<file path="src/rtl/fp_pack_round.sv">
// Iterative normalize / round-to-nearest-even / pack stage for IEEE-754 single precision.
// One normalization shift per cycle; the packed result is held behind a valid/ready handshake.
module fp_pack_round (
  input  logic        clk,
  input  logic        rst,
  input  logic        in_valid,
  output logic        in_ready,
  input  logic        in_sign,
  input  logic [9:0]  in_exp,
  input  logic [47:0] in_mant,
  output logic        out_valid,
  input  logic        out_ready,
  output logic [31:0] result,
  output logic        inexact,
  output logic        underflow,
  output logic        overflow
);

  typedef enum logic [1:0] {IDLE, NORM, ROUND, DONE} state_t;

  state_t             state_reg, state_next;
  logic               sign_reg, sign_next;
  logic signed [10:0] exp_reg, exp_next;
  logic [47:0]        mant_reg, mant_next;
  logic               sticky_reg, sticky_next;
  logic [31:0]        result_reg, result_next;
  logic               inexact_reg, inexact_next;
  logic               underflow_reg, underflow_next;
  logic               overflow_reg, overflow_next;
  logic               out_valid_reg, out_valid_next;

  // Rounding datapath, evaluated from the normalized mantissa window.
  logic [23:0]        sig;
  logic               guard, st, round_up, rnd_inexact, rnd_ovf;
  logic [24:0]        sig_inc;
  logic [23:0]        sig_rnd;
  logic signed [10:0] exp_rnd, field;

  always_comb begin
    sig         = mant_reg[46:23];
    guard       = mant_reg[22];
    st          = sticky_reg | (|mant_reg[21:0]);
    round_up    = guard & (st | sig[0]);
    rnd_inexact = guard | st;
    sig_inc     = {1'b0, sig} + {24'd0, round_up};
    if (sig_inc[24]) begin
      sig_rnd = sig_inc[24:1];
      exp_rnd = exp_reg + 11'sd1;
    end else begin
      sig_rnd = sig_inc[23:0];
      exp_rnd = exp_reg;
    end
    // Without the hidden bit the value is subnormal (or zero) and encodes with field 0.
    field   = sig_rnd[23] ? exp_rnd : 11'sd0;
    rnd_ovf = (field >= 11'sd255);
  end

  always_comb begin
    state_next     = state_reg;
    sign_next      = sign_reg;
    exp_next       = exp_reg;
    mant_next      = mant_reg;
    sticky_next    = sticky_reg;
    result_next    = result_reg;
    inexact_next   = inexact_reg;
    underflow_next = underflow_reg;
    overflow_next  = overflow_reg;
    out_valid_next = out_valid_reg;

    case (state_reg)
      IDLE: begin
        if (in_valid) begin
          sign_next   = in_sign;
          exp_next    = {in_exp[9], in_exp};
          mant_next   = in_mant;
          sticky_next = 1'b0;
          state_next  = NORM;
        end
      end
      NORM: begin
        if (mant_reg == 48'd0) begin
          state_next = ROUND;
        end else if (mant_reg[47] || (exp_reg < 11'sd1)) begin
          // Right shifts either drop the overflow bit or denormalize toward exponent 1.
          mant_next   = {1'b0, mant_reg[47:1]};
          sticky_next = sticky_reg | mant_reg[0];
          exp_next    = exp_reg + 11'sd1;
        end else if (!mant_reg[46] && (exp_reg > 11'sd1)) begin
          mant_next = {mant_reg[46:0], 1'b0};
          exp_next  = exp_reg - 11'sd1;
        end else begin
          state_next = ROUND;
        end
      end
      ROUND: begin
        if (rnd_ovf) begin
          result_next    = {sign_reg, 8'hFF, 23'd0};
          inexact_next   = 1'b1;
          underflow_next = 1'b0;
          overflow_next  = 1'b1;
        end else begin
          result_next    = {sign_reg, field[7:0], sig_rnd[22:0]};
          inexact_next   = rnd_inexact;
          underflow_next = (field == 11'sd0) & rnd_inexact;
          overflow_next  = 1'b0;
        end
        out_valid_next = 1'b1;
        state_next     = DONE;
      end
      DONE: begin
        if (out_ready) begin
          out_valid_next = 1'b0;
          state_next     = IDLE;
        end
      end
      default: state_next = IDLE;
    endcase
  end

  always_ff @(posedge clk) begin
    if (rst) begin
      state_reg     <= IDLE;
      sign_reg      <= 1'b0;
      exp_reg       <= 11'sd0;
      mant_reg      <= 48'd0;
      sticky_reg    <= 1'b0;
      result_reg    <= 32'd0;
      inexact_reg   <= 1'b0;
      underflow_reg <= 1'b0;
      overflow_reg  <= 1'b0;
      out_valid_reg <= 1'b0;
    end else begin
      state_reg     <= state_next;
      sign_reg      <= sign_next;
      exp_reg       <= exp_next;
      mant_reg      <= mant_next;
      sticky_reg    <= sticky_next;
      result_reg    <= result_next;
      inexact_reg   <= inexact_next;
      underflow_reg <= underflow_next;
      overflow_reg  <= overflow_next;
      out_valid_reg <= out_valid_next;
    end
  end

  assign in_ready  = (state_reg == IDLE);
  assign out_valid = out_valid_reg;
  assign result    = result_reg;
  assign inexact   = inexact_reg;
  assign underflow = underflow_reg;
  assign overflow  = overflow_reg;

endmodule

</file>
<file path="config.mk">
export PLATFORM = sky130hd
export DESIGN_NAME = fp_pack_round
export DESIGN_NICKNAME = d
export VERILOG_FILES = /design/src/rtl/fp_pack_round.sv
export SDC_FILE = /design/constraint.sdc
export NUM_CORES = 1
export LEC_CHECK = 0
export CAP_MARGIN = 20
export CORE_ASPECT_RATIO = 0.6
export CORE_MARGIN = 2
export CORE_UTILIZATION = 37
export CTS_CLUSTER_SIZE = 10
export DETAILED_ROUTE_END_ITERATION = 10
export PLACE_DENSITY = 0.67
export REMOVE_ABC_BUFFERS = 1
export SLEW_MARGIN = 10
export SYNTH_ARGS = -nofsm -noshare
export SYNTH_HDL_FRONTEND = slang
export SYNTH_SLANG_ARGS = --single-unit
export TNS_END_PERCENT = 5
</file>
<file path="constraint.sdc">
create_clock -name clk -period 2.63 [get_ports clk]
set_input_delay 0.6575 -clock clk [delete_from_list [all_inputs] [get_ports clk]]
set_output_delay 0.6575 -clock clk [all_outputs]
set_load 0.01 [all_outputs]
</file>
==> metrics.txt, run 1 <==
outcome finished, final reports clean; most frequent cells in the layout 192 x nand2_1, 102 x buf_4, 98 x clkdlybuf4s50_1; CTS root buf clkbuf_16; DRT Wirelength 22.9 mm; via count 7295; Mean Syn Cell Area 7.44 sq um; clk_lat worst skew 0.36 ns; CTS buffer count 9; CP startpoint kind register; final-layout fill cell count 1743; Lkg Pwr 3.08 nW; worst hold path endpoint result[26]$_SDFFE_PP0P_; RR Startpoint mant_reg[22]$_SDFFE_PP0P_; Initial Utilization 37.4%; Register Area 1990 sq um; TritonCTS clock tree yes; placed cell count 1239; crit path DAT 2.75 ns; number of port buffers 99; worst hold margin 0.478 ns; CTS Buffer Depth 2; clk sink count 99; Final ANT Viol Nets 0; Placer Congestion 1.05; Final setup viols 0; final hold violation count 0; VDD IR-drop max 775 uV; post-synthesis cell count 901; Reg2Reg Depth 11; reg2reg end result[22]$_SDFFE_PP0P_; initial antenna violation count 0; Final Skew 0.0116 ns; max cap viols 0; # H-tree levels 3; Synth async-reset ratio 0%; relative slew slack 49.4%; Reg clk slew, reported paths 0.07 ns; CP required 2.84 ns; Layout area overhead 33.5%; Netlist cell types 73; nets 1096; 1st-pass router iterations 5; multi-input logic area 4380 sq um; Tcrit/Tclk final 96.7%; Slew @ Worst Pin 0.759 ns; core area 17900 sq um; CP endpoint kind register; post-synthesis sequential area ratio 29.6%; Max Clock Freq 393 MHz; FP Rows 38; Post-synth EDFFs 0; warnings from Yosys 0; vias per cell 5.74; Power Dens Cells 1300 nW/um^2; IO Count 100; Post-synth top flop dfxtp_1; Routed wire per std cell 18.1 um; worst hold path cell count 2; vias in the first global route 6638; Critical Setup Path Class reg -> reg; share of cells above drive strength 1 19.3%; Min-Delay Path Class reg -> reg; first-pass GRT wire length 36.4 mm; Die W 178 um; DRC Markers 0; initial drt markers 695; largest net degree at the start of global routing 81; Die Footprint 19300 sq um; Cell Area, Synth 6710 sq um; reg2reg setup slack 0.09 ns; CP max FO 8; Cell Count, Final, Fillers Out 1270; register bit total from synthesis 99; most common cell after layout, fill and taps aside nand2_1; Pins Over Slew Limit 0; setup repair after global routing missed its margin true; ANT cells 0; GRT overflow 0; gr usage total 23.8%; Hold Startpoint result[26]$_SDFFE_PP0P_; Tmin final 2.54 ns; Die H 108 um; dpl hpwl 16.2 mm; Largest register FFs 48
[synthesized netlist by cell type (6+ instances only)]
library cell	instances	share of area, %
a21oi_1	76	5.7
and3_1	6	0.56
a311o_1	41	6.1
a31oi_1	7	0.65
o21ai_0	13	0.97
nor4_1	13	1.2
inv_1	13	0.73
and2_1	8	0.75
buf_4	11	1.2
dfxtp_1	99	30
xnor2_1	18	2.4
nand2_1	192	11
o32ai_1	7	0.91
ha_1	8	1.5
buf_2	26	1.9
nor2_1	87	4.9
mux2i_1	7	1.0
nand4_1	16	1.5
nand3_1	29	2.2
a221oi_2	18	4.0
clkbuf_1	54	3.0
o211ai_1	23	2.6
nor3_1	26	1.9
[power breakdown]
part / switching (mW) / total (mW) / internal (mW) / leakage [nW]
Combinational: 4.42 / 7.54 / 3.12 / 2.14
Sequential: 0.652 / 2.76 / 2.10 / 0.812
Clock: 0.640 / 1.34 / 0.701 / 0.135
Total: 5.71 / 11.6 / 5.93 / 3.08
[what timing repair did]
| item | CTS | global route |
|---|---|---|
| hold buffers | 0 | 0 |
| pin swaps | 9 | 5 |
| endpoints found under the hold margin | 0 | 0 |
| endpoints found under the setup margin | 1 | 89 |
| gates cloned | 2 | 0 |
| gates resized for setup | 15 | 20 |
| buffers inserted | 10 | 3 |
[routing by layer]
| layer | wire length (um) | GRT usage (%) | share of wire [%] |
|---|---|---|---|
| met1 | 11400 | 36.1 | 50 |
| met2 | 9590 | 34.6 | 42 |
| met3 | 1720 | 5.34 | 7.5 |
| met4 | 193 | 3.69 | 0.84 |
| met5 | 0 | 0 | 0 |
[final cells by class]
| type | instances | share of cell area (%) |
|---|---|---|
| clock buffers | 12 | 2.87 |
| clock inverters | 4 | 0.363 |
| inverters | 14 | 0.587 |
| multi-input cells | 691 | 48.9 |
| flip-flops and latches | 99 | 22.2 |
| well taps | 240 | 3.35 |
| repair buffers | 210 | 21.7 |
[per-stage QoR]
step / setup TNS, ns / setup WS [ns] / total power [mW] / util, % / cell area (sq um)
after global placement: 0 / 0.0562 / 9.90 / 46.7 / 8370
final: 0 / 0.0875 / 11.6 / 49.9 / 8950
after detailed placement: -0.00114 / -0.00114 / 9.98 / 46.7 / 8370
after global routing: -0.0153 / -0.0121 / 12.5 / 49.9 / 8950
after CTS: 0 / 0.000760 / 11.5 / 49.3 / 8840
after floorplan: -281.34 / -4.71 / 5.99 / - / 6240
[logic make-up (layout without fill, tap and decap cells)]
group                    count (synthesis)  in the layout  synth area share (%)
XOR/XNOR                                23             23                  3.00
multiplexers                             9              9                  1.38
AND/OR/NAND/NOR                        404            404                  27.8
adder cells (fa/ha/maj)                  8              8                  1.49
AO/OA/AOI/OAI                          247            247                  29.1
buffers and inverters                  111            240                  7.65
flip-flops                              99             99                  29.6
[worst max path at each step]
stage	cells past startpoint	end	start	slack, ns
after CTS	11	result[3]$_SDFFE_PP0P_	mant_reg[22]$_SDFFE_PP0P_	0.0008
after global placement	9	result[22]$_SDFFE_PP0P_	mant_reg[23]$_SDFFE_PP0P_	0.06
after detailed placement	10	result[3]$_SDFFE_PP0P_	mant_reg[22]$_SDFFE_PP0P_	-0.001
after global routing	10	result[28]$_SDFFE_PP0P_	mant_reg[22]$_SDFFE_PP0P_	-0.01
after floorplan	6	mant_reg[46]$_SDFFE_PP0P_	state_reg[1]$_SDFFE_PP0P_	-4.71
final	11	result[22]$_SDFFE_PP0P_	mant_reg[22]$_SDFFE_PP0P_	0.09
[worst max-delay path: stages, from the launching register on]
cell and delay (ns):
dfxtp_2 0.32, buf_4 0.12, buf_4 0.16, and4_1 0.18
nand4_1 0.16, buf_4 0.17, a21oi_2 0.07, buf_4 0.14
o31a_2 0.35, buf_4 0.15, o311ai_0 0.43, a31oi_1 0.15
(Power assumes the default switching activity.)
==> run 2, diff against run 1 <==
Settings changed: ABC_AREA set to 1, GPL_TIMING_DRIVEN set to 0, PLACE_DENSITY 0.67 to 0.68.
==> metrics.txt, run 2 <==
final hold violation count 0; largest net degree at the start of global routing 46; Tcrit/Tclk final 96.0%; hold buffer count at CTS 0; clk_lat worst skew 0.36 ns; Crit-path slowest cell dfxtp_4; most frequent cells in the layout 229 x nand2_1, 122 x o21ai_0, 118 x nor2_1; register bit total from synthesis 99; CTS Buffer Depth 2; Sw Share 48.4%; Pins Over Slew Limit 0; Critical Setup Path Class reg -> reg; dpl hpwl 13.8 mm; Placer Congestion 0.910; Post-synth EDFFs 0; Layout area overhead 31.5%; ANT cells 0; initial drt markers 832; reg2reg setup slack 0.11 ns; warnings from Yosys 0; sequential fraction of design power 27.6%; clk sink count 99; vias in the first global route 6281; Lkg Pwr 3.26 nW; Reg clk slew, reported paths 0.07 ns; Slew @ Worst Pin 0.984 ns; via count 7153; Cell Area, Placed 7490 sq um; Comb pwr share 57.9%; Max Clock Freq 396 MHz; power share of the clock group 14.5%; first-pass GRT wire length 34.1 mm; RR Startpoint mant_reg[23]$_SDFFE_PP0P_; initial antenna violation count 0; CP endpoint kind register; CP startpoint kind register; TritonCTS clock tree yes; IO Count 100; crit path DAT 2.77 ns; Die H 106 um; Design Area, Final 8400 sq um; Internal 5.43 mW; CTS root buf clkbuf_16; Initial Utilization 37.5%; relative slew slack 34.0%; Netlist cell types 45; FP Rows 37; most common cell after layout, fill and taps aside nand2_1; Final Total Pwr 10.5 mW; Cell Area, Synth 6390 sq um; Post-synth top cells 233 x nand2_1, 123 x nor2_1, 122 x o21ai_0; largest cells by area after synthesis dfxtp_1 31%, nand2_1 14%, o21ai_0 9.6%; Hold Startpoint result[5]$_SDFFE_PP0P_; vias per cell 5.42; Min-Delay Path Class reg -> reg; DRT Wirelength 22.2 mm; CP required 2.87 ns; setup repair after global routing missed its margin true; Top cell by count, worst path nand3_4; nets 1153; CP max FO 7; Tmin final 2.52 ns; CTS buffer count 9; core area 17000 sq um; switching pwr 5.09 mW; post-synthesis sequential area ratio 31.0%; crit-path max cell delay 0.39 ns; 1st-pass router iterations 5; Post-synth top flop dfxtp_1; DRC Markers 0; Power Dens Cells 1250 nW/um^2; Die Footprint 18400 sq um; max cap viols 0; Routed wire per std cell 16.8 um; Mean Syn Cell Area 6.28 sq um; count leader, synth nand2_1; GRT overflow 0; CP startpoint mant_reg[23]$_SDFFE_PP0P_; Yosys top cell area share 31.0%; outcome finished, final reports clean; cell accounting for the most synthesized area dfxtp_1; post-synthesis cell count 1017; Final Skew 0.0138 ns; VDD IR-drop max 686 uV; gr usage total 23.2%; Synth async-reset ratio 0%; crit path cell chain nand2_2 > inv_2 > ha_4 > nand3_4 > nor3_4 > inv_1 > nor2_4 > nand3_4 > clkinvlp_4 > nand2_1 > nand2_1 > inv_1 > nand2_4 > nand3_4 > nand2_4 > nor2_1; Largest register FFs 48; Final ANT Viol Nets 0; Die W 174 um; number of port buffers 99; share of cells above drive strength 1 13.2%; # H-tree levels 3; Final setup viols 0; final setup TNS 0 ns
==> run 2: cell count changes after synthesis, sizes merged, moves of 41 or more <==
cell   change
inv       +42
a311o     -41
nand2     +51
o21ai    +107
nand3     +54
nor2      +42
==> run 2: worst max-delay path: cells and delay by family, from the launching register on <==
family	cells	cell delay, ns
AND/OR/NAND/NOR	11	1.42
buffers and inverters	4	0.44
flip-flops	1	0.39
adder cells (fa/ha/maj)	1	0.15
==> run 2: logic make-up (layout without fill, tap and decap cells) <==
kind of cell	Yosys count	in the layout	share of synthesized area, %
AOI/OAI and AO/OA	243	243	20.1
muxes	1	1	0.157
xor gates and xnor gates	28	28	3.84
and+or+nand+nor	497	504	33.7
DFF	99	99	31.0
adders and majority gates	8	8	1.57
buffers and inverters	141	202	9.62
==> run 2: layout make-up <==
class | count | area [sq um]
clock inverter | 5 | 104
inverter | 61 | 236
timing repair buffer | 127 | 1420
tap | 234 | 293
clock buffer | 9 | 225
multi-input combinational | 784 | 4090
fill | 1716 | 8640
sequential | 99 | 2030
==> run 2: through the flow <==
step	cells	hold WS, ns	setup slack, ns	util, %
after floorplan	937	0.433	-2.83	-
after global placement	1270	0.452	-6.51	42.8
after detailed placement	1279	0.455	-1.16	44.0
after CTS	1305	0.466	-0.00632	47.3
after global routing	1319	0.490	-0.0120	49.3
final	1319	0.463	0.106	49.3
==> run 2: per-layer routing <==
layer	global-route usage [%]	wire (um)
met1	35.1	10900
met2	33.9	9170
met5	0	0
met3	4.47	1910
met4	4.38	240
==> run 2: final timing paths <==
check,endpoint,depth (start not counted)
min reg2reg,result[5]$_SDFFE_PP0P_,2
max reg2reg,result[0]$_SDFFE_PP0P_,16
min,result[5]$_SDFFE_PP0P_,2
max,result[0]$_SDFFE_PP0P_,16
==> run 2: timing repair <==
action / in CTS / in global routing
cloned: 4 / 6
resized for setup: 28 / 54
setup endpoints to repair: 93 / 93
pin swaps: 6 / 13
buffers inserted: 8 / 8
==> run 2: power by group through the flow <==
stage	clock network [mW]	logic (mW)	registers [mW]
after detailed placement	0	5.18	2.83
after global placement	0	4.70	2.67
final	1.53	6.09	2.90
after floorplan	0	3.27	2.66
after global routing	1.60	6.70	2.99
after CTS	1.55	5.54	2.81
==> run 3, diff against run 2 <==
--- a/constraint.sdc
+++ b/constraint.sdc
@@ -3,2 +3,2 @@
 set_output_delay 0.6575 -clock clk [all_outputs]
-set_load 0.01 [all_outputs]
+set_load 0.02 [all_outputs]
==> results of run 3 <==
The final DEF is identical to that of run 2. Status: finished, final reports clean.
Main changes from that run: total power 10.5 mW -> 10.6 mW
